==> src/rtl/apa102_matrix_scroller.sv <==
// APA102-style serpentine LED-matrix driver: double-buffered monochrome glyph rendered with
// foreground/background colours, programmable bit-clock divider, continuous mode and scrolling.
module apa102_matrix_scroller #(
    parameter int COLS       = 8,
    parameter int ROWS       = 8,
    parameter int DIV        = 1,
    parameter int START_BITS = 32,
    parameter int END_BITS   = 64
) (
    input  logic                    clk,
    input  logic                    reset,
    input  logic                    start,
    input  logic                    cont,
    input  logic                    scroll_en,
    input  logic                    wr_en,
    input  logic [$clog2(ROWS)-1:0] wr_row,
    input  logic [COLS-1:0]         wr_data,
    input  logic [31:0]             fg_color,
    input  logic [31:0]             bg_color,
    output logic                    sclk,
    output logic                    sdata,
    output logic                    busy,
    output logic                    frame_done,
    output logic [$clog2(COLS)-1:0] offset
);

    localparam int RW = $clog2(ROWS);
    localparam int CW = $clog2(COLS);
    localparam logic [RW-1:0] LAST_ROW = RW'(ROWS - 1);
    localparam logic [CW-1:0] LAST_COL = CW'(COLS - 1);

    localparam logic [2:0] S_IDLE   = 3'd0;
    localparam logic [2:0] S_START  = 3'd1;
    localparam logic [2:0] S_PIXELS = 3'd2;
    localparam logic [2:0] S_END    = 3'd3;
    localparam logic [2:0] S_DONE   = 3'd4;

    logic [2:0]      r_state;
    logic [31:0]     r_div_cnt;
    logic [31:0]     r_bit_cnt;
    logic            r_half;
    logic [4:0]      r_wbit;
    logic [RW-1:0]   r_row;
    logic [CW-1:0]   r_col;
    logic [CW-1:0]   r_offset;
    logic [COLS-1:0] r_shadow [ROWS];
    logic [COLS-1:0] r_active [ROWS];
    logic [28:0]     r_fg;
    logic [28:0]     r_bg;

    logic            w_load;
    logic            w_shift;
    logic            w_tick;
    logic [CW-1:0]   w_col_phys;
    logic [CW:0]     w_sum;
    logic [CW-1:0]   w_gcol;
    logic            w_lit;
    logic [31:0]     w_word;

    assign w_load  = ((r_state == S_IDLE) && start) || ((r_state == S_DONE) && cont);
    assign w_shift = (r_state == S_START) || (r_state == S_PIXELS) || (r_state == S_END);
    assign w_tick  = (r_div_cnt == 32'(DIV - 1));

    // Even strip rows run right-to-left across the matrix, odd rows left-to-right.
    assign w_col_phys = r_row[0] ? r_col : (LAST_COL - r_col);
    assign w_sum      = {1'b0, w_col_phys} + {1'b0, r_offset};
    assign w_gcol     = (w_sum >= (CW + 1)'(COLS)) ? CW'(w_sum - (CW + 1)'(COLS))
                                                   : w_sum[CW-1:0];
    // Glyph rows are stored MSB = column 0.
    assign w_lit      = r_active[r_row][LAST_COL - w_gcol];
    assign w_word     = {3'b111, (w_lit ? r_fg : r_bg)};

    assign sclk       = r_half;
    assign sdata      = (r_state == S_PIXELS) ? w_word[5'd31 - r_wbit] : 1'b0;
    assign busy       = w_shift || ((r_state == S_DONE) && cont);
    assign frame_done = (r_state == S_DONE);
    assign offset     = r_offset;

    always_ff @(posedge clk) begin
        if (reset) begin
            r_state   <= S_IDLE;
            r_div_cnt <= '0;
            r_bit_cnt <= '0;
            r_half    <= 1'b0;
            r_wbit    <= '0;
            r_row     <= '0;
            r_col     <= '0;
            r_offset  <= '0;
        end else begin
            case (r_state)
                S_IDLE: begin
                    if (start) begin
                        r_state   <= S_START;
                        r_div_cnt <= '0;
                        r_half    <= 1'b0;
                        r_bit_cnt <= '0;
                    end
                end
                S_START, S_PIXELS, S_END: begin
                    if (!w_tick) begin
                        r_div_cnt <= r_div_cnt + 32'd1;
                    end else begin
                        r_div_cnt <= '0;
                        r_half    <= ~r_half;
                        // A bit ends after its high phase; advance to the next bit.
                        if (r_half) begin
                            if (r_state == S_START) begin
                                if (r_bit_cnt == 32'(START_BITS - 1)) begin
                                    r_state <= S_PIXELS;
                                    r_wbit  <= '0;
                                    r_row   <= '0;
                                    r_col   <= '0;
                                end else begin
                                    r_bit_cnt <= r_bit_cnt + 32'd1;
                                end
                            end else if (r_state == S_PIXELS) begin
                                if (r_wbit == 5'd31) begin
                                    r_wbit <= '0;
                                    if (r_col == LAST_COL) begin
                                        r_col <= '0;
                                        if (r_row == LAST_ROW) begin
                                            r_state   <= S_END;
                                            r_bit_cnt <= '0;
                                        end else begin
                                            r_row <= r_row + 1'b1;
                                        end
                                    end else begin
                                        r_col <= r_col + 1'b1;
                                    end
                                end else begin
                                    r_wbit <= r_wbit + 5'd1;
                                end
                            end else begin
                                if (r_bit_cnt == 32'(END_BITS - 1)) begin
                                    r_state <= S_DONE;
                                end else begin
                                    r_bit_cnt <= r_bit_cnt + 32'd1;
                                end
                            end
                        end
                    end
                end
                S_DONE: begin
                    if (scroll_en) begin
                        r_offset <= (r_offset == LAST_COL) ? '0 : r_offset + 1'b1;
                    end
                    if (cont) begin
                        r_state   <= S_START;
                        r_div_cnt <= '0;
                        r_half    <= 1'b0;
                        r_bit_cnt <= '0;
                    end else begin
                        r_state <= S_IDLE;
                    end
                end
                default: r_state <= S_IDLE;
            endcase
        end
    end

    // The snapshot copies the old shadow contents, so a same-cycle write lands after the copy.
    always_ff @(posedge clk) begin
        if (reset) begin
            for (int i = 0; i < ROWS; i++) begin
                r_shadow[i] <= '0;
                r_active[i] <= '0;
            end
            r_fg <= '0;
            r_bg <= '0;
        end else begin
            if (w_load) begin
                for (int i = 0; i < ROWS; i++) begin
                    r_active[i] <= r_shadow[i];
                end
                r_fg <= fg_color[28:0];
                r_bg <= bg_color[28:0];
            end
            if (wr_en && (32'(wr_row) < 32'(ROWS))) begin
                r_shadow[wr_row] <= wr_data;
            end
        end
    end

endmodule

==> config.mk <==
export PLATFORM = sky130hd
export DESIGN_NAME = apa102_matrix_scroller
export DESIGN_NICKNAME = d
export VERILOG_FILES = /design/src/rtl/apa102_matrix_scroller.sv
export SDC_FILE = /design/constraint.sdc
export NUM_CORES = 1
export LEC_CHECK = 0
export BUFFER_PORTS_ARGS = -buffer_cell sky130_fd_sc_hd__buf_2
export CORE_MARGIN = 3
export CORE_UTILIZATION = 35
export DETAILED_ROUTE_END_ITERATION = 8
export GPL_TIMING_DRIVEN = 0
export PLACE_DENSITY = 0.61
export SLEW_MARGIN = 10
export SYNTH_ARGS = -nofsm -noshare
export SYNTH_HDL_FRONTEND = slang
export SYNTH_SLANG_ARGS = --single-unit
==> constraint.sdc <==
create_clock -name clk -period 3.62 [get_ports clk]
set_clock_uncertainty 0.2 [all_clocks]
set_input_delay 0.543 -clock clk [delete_from_list [all_inputs] [get_ports clk]]
set_output_delay 0.543 -clock clk [all_outputs]
set_load 0.03 [all_outputs]
Word-level counts from Yosys, hierarchy flattened
Memories as Yosys holds them, arrays and structs flattened. A register that Yosys moved wholly into a read port is not among the register bits.
Index checks and enable logic that the tools add are counted.
- add/sub/neg operators: 11
- $lt $le $gt $ge: 3
- equal/unequal tests: 23
- mux-type cells: 74
- bitwise gates (word level): 9
- reduce and logical (&&, ||, !) cells: 22
- operators by type and width (cell ; number):
    $mux 32 ; 12
    $pmux 32 s3 ; 2
    $mux 3 ; 26
    $mux 8 ; 9
    $add 32x1->32 const B ; 2
    $eq 32x5->1 const B ; 1
    $eq 32x6->1 const B ; 1
    $logic_not 32->1 ; 1
    $mux 29 ; 1
    $mux 5 ; 4
    $ne 4x4->1 const B ; 5
    $mux 1 ; 16
    $reduce_and 8->1 ; 2
    $eq 3x3->1 const B ; 4
    $ne 2x2->1 const B ; 5
    $reduce_and 10->1 ; 1
    $add 3x1->3 const B ; 3
    $pmux 3 s3 ; 1
    $or 1x1->1 ; 8
    $reduce_or 8->1 ; 1
    $eq 3x2->1 const B ; 2
    $lt 5x6->1 const B ; 1
    $ne 3x3->1 const B ; 2
    $reduce_and 6->1 ; 1
    24 further kinds ; 31
- register bits: 140
- memory bits (writable): 128
- input bits: 81
- output and inout port bits: 7
- logic and storage cells: 154
- memories: 2
- memories (name ; words ; bits a word ; read ports ; clocked after memory_dff ; wr ports ; line ; source):
    r_active ; 8 ; 8 ; 1 ; 1 ; 8 ; 47 ; logic [COLS-1:0] r_active [ROWS];
    r_shadow ; 8 ; 8 ; 8 ; 0 ; 8 ; 46 ; logic [COLS-1:0] r_shadow [ROWS];

Logic depth before layout (Yosys ltp)
- depth in word-level cells: 12
- mapped depth: 15
- gate-level depth less buffers: 13

Worst setup path before layout
Ideal clock, no wire load.
- path kind: flip-flop to output port
- start point: reg r_row[0]
- end point: out sdata
- data arrival time: 3.187 ns
- data required time: 2.877 ns
- setup slack: -0.310 ns
- cell stages (with the launch flop): 13
- buffers on the path: 1
- cell sequence: dfxtp_1 > clkbuf_2 > xnor2_1 > ha_1 > fa_1 > xor2_1 > xor2_1 > nor3_4 > nor2_4 > mux2_4 > a2111oi_4 > o22a_2 > o211ai_2
- word-level cells in the longest chain between the ends: 11
- elaborated cells on any way between the ends: 12
- classes of those cells: add/sub: 3; order compare: 1; mux: 8
- ends and longest elaborated chain (element ; line ; source):
    start, declared ; 43 ; logic [RW-1:0] r_row;
    start signal, assigned ; 125 ; r_row <= r_row + 1'b1;
    $mux 3 * ; 65 ; assign w_col_phys = r_row[0] ? r_col : (LAST_COL - r_col);
    $add 3x3->4 * ; 66 ; assign w_sum = {1'b0, w_col_phys} + {1'b0, r_offset};
    $ge 4x4->1 / $sub 3x1->3 (equally long branches) ; 67 ; assign w_gcol = (w_sum >= (CW + 1)'(COLS)) ? CW'(w_sum - (CW + 1)'(COLS))
    $mux 3 * ; 67 ;
    $sub 3x3->3 * ; 70 ; assign w_lit = r_active[r_row][LAST_COL - w_gcol];
    $bmux 1 s3 * ; 70 ;
    $mux 1 (implied by the code) * ; 70 ;
    $mux 29 * ; 71 ; assign w_word = {3'b111, (w_lit ? r_fg : r_bg)};
    $bmux 1 s5 * ; 74 ; assign sdata = (r_state == S_PIXELS) ? w_word[5'd31 - r_wbit] : 1'b0;
    $mux 1 (implied by the code) * ; 74 ;
    $mux 1 * ; 74 ;
    end, declared ; 21 ; output logic sdata,
Mark *: on every way between the ends. The rest lies on a longest branch, timed or not. The select of a mux whose other input is x is not followed.

Worst setup path after layout
- start point: reg r_col[0]
- end point: out sdata
- word-level cells in the longest chain between the ends: 12
- elaborated cells on any way between the ends: 13
- classes of those cells: add/sub: 4; order compare: 1; mux: 8
- ends and longest elaborated chain (element ; line ; source):
    start, declared ; 44 ; logic [CW-1:0] r_col;
    start signal, assigned ; 128 ; r_col <= r_col + 1'b1;
    $sub 3x3->3 ; 65 ;
    $mux 3 * ; 65 ;
    $add 3x3->4 * ; 66 ;
    $ge 4x4->1 / $sub 3x1->3 (equally long branches) ; 67 ;
    $mux 3 * ; 67 ;
    $sub 3x3->3 * ; 70 ;
    $bmux 1 s3 * ; 70 ;
    $mux 1 (implied by the code) * ; 70 ;
    $mux 29 * ; 71 ;
    $bmux 1 s5 * ; 74 ;
    $mux 1 (implied by the code) * ; 74 ;
    $mux 1 * ; 74 ;
Marks and branches as above.

==> key figures <==
Run status
  – Status: finished with violations
  – Failing checks: negative setup slack

Critical path
  – Crit path launch type: register
  – Worst R2R Start: r_wbit[2]$_SDFFE_PP0P_
  – R2R Setup Slk: 0.40 ns
  – Critical path capture point: sdata
  – R2R depth: 14
  – CP Launch Point: r_col[0]$_SDFFE_PP0P_
  – Worst Setup End Kind: primary output
  – Reg-to-Reg End: r_bit_cnt[26]$_SDFFE_PP0P_
  – Worst path required time: 2.88 ns
  – CP max FO: 8
  – Critical path arrival: 3.82 ns
  – WS Path Type: register to primary output

Clock network
  – Clock buffer depth: 3
  – Clock sinks: 271
  – H-tree lvl count: 1
  – Worst-Skew Late Latency: 0.56 ns
  – Worst-path clk slew: 0.06 ns
  – Num CTS Buffers: 29
  – Root Buffer: clkbuf_16
  – TritonCTS clock tree: built

Detailed routing
  – DR DRC count: 0
  – Via count: 9096
  – Router iterations before antenna repair: 5
  – DRT Wirelength: 29.75 mm
  – Initial DRC count: 496
  – DR vias/cell: 4.927
  – Antenna viol nets, final: 0
  – Drt wl/cell: 16.12 µm

Timing
  – Min cycle time layout: 4.567 ns
  – Max Clk Rate: 219.0 MHz
  – Hold WS: 0.02123 ns
  – Endpoints failing setup: 1
  – Slew Limit Fails: 0
  – Worst-Margin Slew: 0.8380 ns
  – Relative slew slack: 44.13%
  – Final worst-path cycle share: 126.2%
  – Final Hold Viols: 0
  – RSZ-0062 raised after global routing: true
  – Setup_tns: -0.9469 ns
  – Final worst slack: -0.9469 ns

Final layout
  – Final Cell Area: 14880 µm²
  – Share of cells above drive strength 1: 15.96%
  – Layout area overhead: 18.44%
  – Finished Core Util: 42.56%
  – Nets: 1462
  – Most frequent cells in the layout: nand2_1 (170), dfxtp_1 (139), edfxtp_1 (128)
  – Commonest non-fill, non-tap cell in the layout: nand2_1
  – Antenna diode count: 0

Global routing
  – Largest net degree at the start of global routing: 65
  – First-pass GRT wire length: 47.66 mm
  – Remaining Overflow, GRT: 0
  – Gr usage total: 15.35%
  – Number of global-route vias before repair: 8895
  – Initial antenna violation count: 1

Die
  – Initial Util: 35.93%
  – DIE HEIGHT: 195.5 µm
  – Core footprint: 34970 µm²
  – # IOs: 88
  – Row count: 68
  – Die X: 195.5 µm
  – Die area: 38210 µm²

Synthesis
  – Synth unique cells: 76
  – Synth Instances: 1238
  – Sequential share of the synthesized area: 53.38%
  – Top area cells in the synthesized netlist: edfxtp_1 (31%), dfxtp_1 (23%), and2_1 (6.0%)
  – Share of the synthesized area in the top cell type: 30.59%
  – Top cell type by total area after synthesis: edfxtp_1
  – EDFF count, synth: 128
  – Syn_area_per_cell: 10.15 µm²
  – Synth Warn #: 0
  – Post-Syn Nets: 1332
  – Register bit total from synthesis: 271
  – Synth Flop Type: dfxtp_1
  – Cell Area, Synth: 12560 µm²
  – Fraction of registers with async set/reset: 0%

Min path
  – Hold Crit Class: input pin to register

Pwr
  – Power per cell area: 553.8 nW/µm²
  – Static Leak: 5.372 nW
  – Peak VDD IR: 0.3839 mV

Placement
  – Placer Congestion: 0.8415
  – Dpl hpwl: 21.45 mm
  – Port Buffers: 80
  – DP Area: 13610 µm²

Run
  – Max Cap Viol: 0
[routing by layer]
layer | vias up | global-route usage [%] | routed length (µm)
met5 | - | 0 | 0
met4 | 0 | 4.674 | 754
met3 | 43 | 2.295 | 1351
met2 | 226 | 25.63 | 13740
met1 | 4226 | 20.66 | 13910
li1 | 4601 | - | -
[cell families after synthesis]
kind of cell / after synthesis / share of synthesized area [%]
xor gates and xnor gates: 55 / 3.834
adders and majority gates: 13 / 1.354
AOI/OAI and AO/OA: 180 / 9.759
and+or+nand+nor: 589 / 24.38
buffers and inverters: 74 / 2.719
muxes: 56 / 4.581
DFF: 271 / 53.38
[where the power goes]
| group | leakage, nW | internal [mW] | switching [mW] | total, mW |
|---|---|---|---|---|
| sequential | 2.47 | 3.57 | 0.139 | 3.71 |
| clock | 0.491 | 1.85 | 1.24 | 3.08 |
| combinational | 2.41 | 0.498 | 0.950 | 1.45 |
[per-stage QoR]
stage / worst slack (ns) / total power, mW / std cells
2_1_floorplan: -0.1167 / 4.710 / 1238
3_3_place_gp: -0.9609 / 5.142 / 1773
3_5_place_dp: -0.6715 / 5.164 / 1773
4_1_cts: -1.031 / 8.311 / 1843
5_1_grt: -1.037 / 8.623 / 1846
6_report: -0.9469 / 8.241 / 1846
[worst min path at each step]
stage	from	end	slack [ns]	cells past startpoint
after floorplan	r_bg[0]$_SDFFE_PP0P_	r_bg[0]$_SDFFE_PP0P_	0.23	2
after global placement	r_bg[12]$_SDFFE_PP0P_	r_bg[12]$_SDFFE_PP0P_	0.24	2
after detailed placement	r_bg[0]$_SDFFE_PP0P_	r_bg[0]$_SDFFE_PP0P_	0.25	2
after CTS	fg_color[14]	r_fg[14]$_SDFFE_PP0P_	0.001	3
after global routing	bg_color[10]	r_bg[10]$_SDFFE_PP0P_	0.01	3
final	bg_color[17]	r_bg[17]$_SDFFE_PP0P_	0.02	3
[Yosys cell counts, types with 5 or more instances]
cell type / n
a21oi_1: 88
a22o_1: 8
a22oi_1: 13
a31oi_1: 6
and2_1: 120
and3_1: 13
buf_1: 8
clkbuf_1: 41
dfxtp_1: 143
edfxtp_1: 128
ha_1: 12
inv_1: 13
mux2i_1: 50
nand2_1: 171
nand2b_1: 16
nand3_1: 25
nand4_1: 18
nor2_1: 108
nor2b_1: 23
nor3_1: 15
nor3b_1: 5
nor4_1: 15
o21ai_0: 26
or2_2: 9
or3_1: 18
xnor2_1: 20
xor2_1: 35
[worst max-delay path, cell delays in order (launching register included)]
cell and delay, ns:
dfxtp_2 0.35, xnor2_2 0.14, ha_2 0.18, fa_2 0.62
nand2b_4 0.19, o31ai_4 0.08, buf_12 0.14, nor3_4 0.33
nor2_4 0.08, buf_8 0.16, mux2_4 0.31, o311a_1 0.31
nand4_1 0.12, o211ai_4 0.10, buf_6 0.15
[final cells by class]
type                            count  area (µm²)
Inverter                           13       48.80
Buffer                             59       305.3
Multi-Input combinational cell    893        5633
Tap cell                          455       569.3
Clock inverter                     17       207.7
Sequential cell                   271        6714
Timing Repair Buffer              101       608.1
Fill cell                        3318       20090
Clock buffer                       37       795.8
[registers in the layout, indices dropped and copies added (netlist names), 3 cells and up, named ones only]
name,flops
r_row,3
r_state,3
r_div_cnt,32
r_wbit,5
r_col,3
offset,3
r_shadow,64
r_bg,29
r_bit_cnt,32
r_active,64
r_fg,29
[what timing repair did]
| item | CTS | global route |
|---|---|---|
| setup endpoints to repair | 7 | 7 |
| endpoints found under the hold margin | 1 | 0 |
| setup buffers | 17 | 4 |
| pin swaps | 15 | 17 |
| resized for setup | 10 | 13 |
| hold buffers | 1 | 0 |
Power figures use the tool's default switching activity.
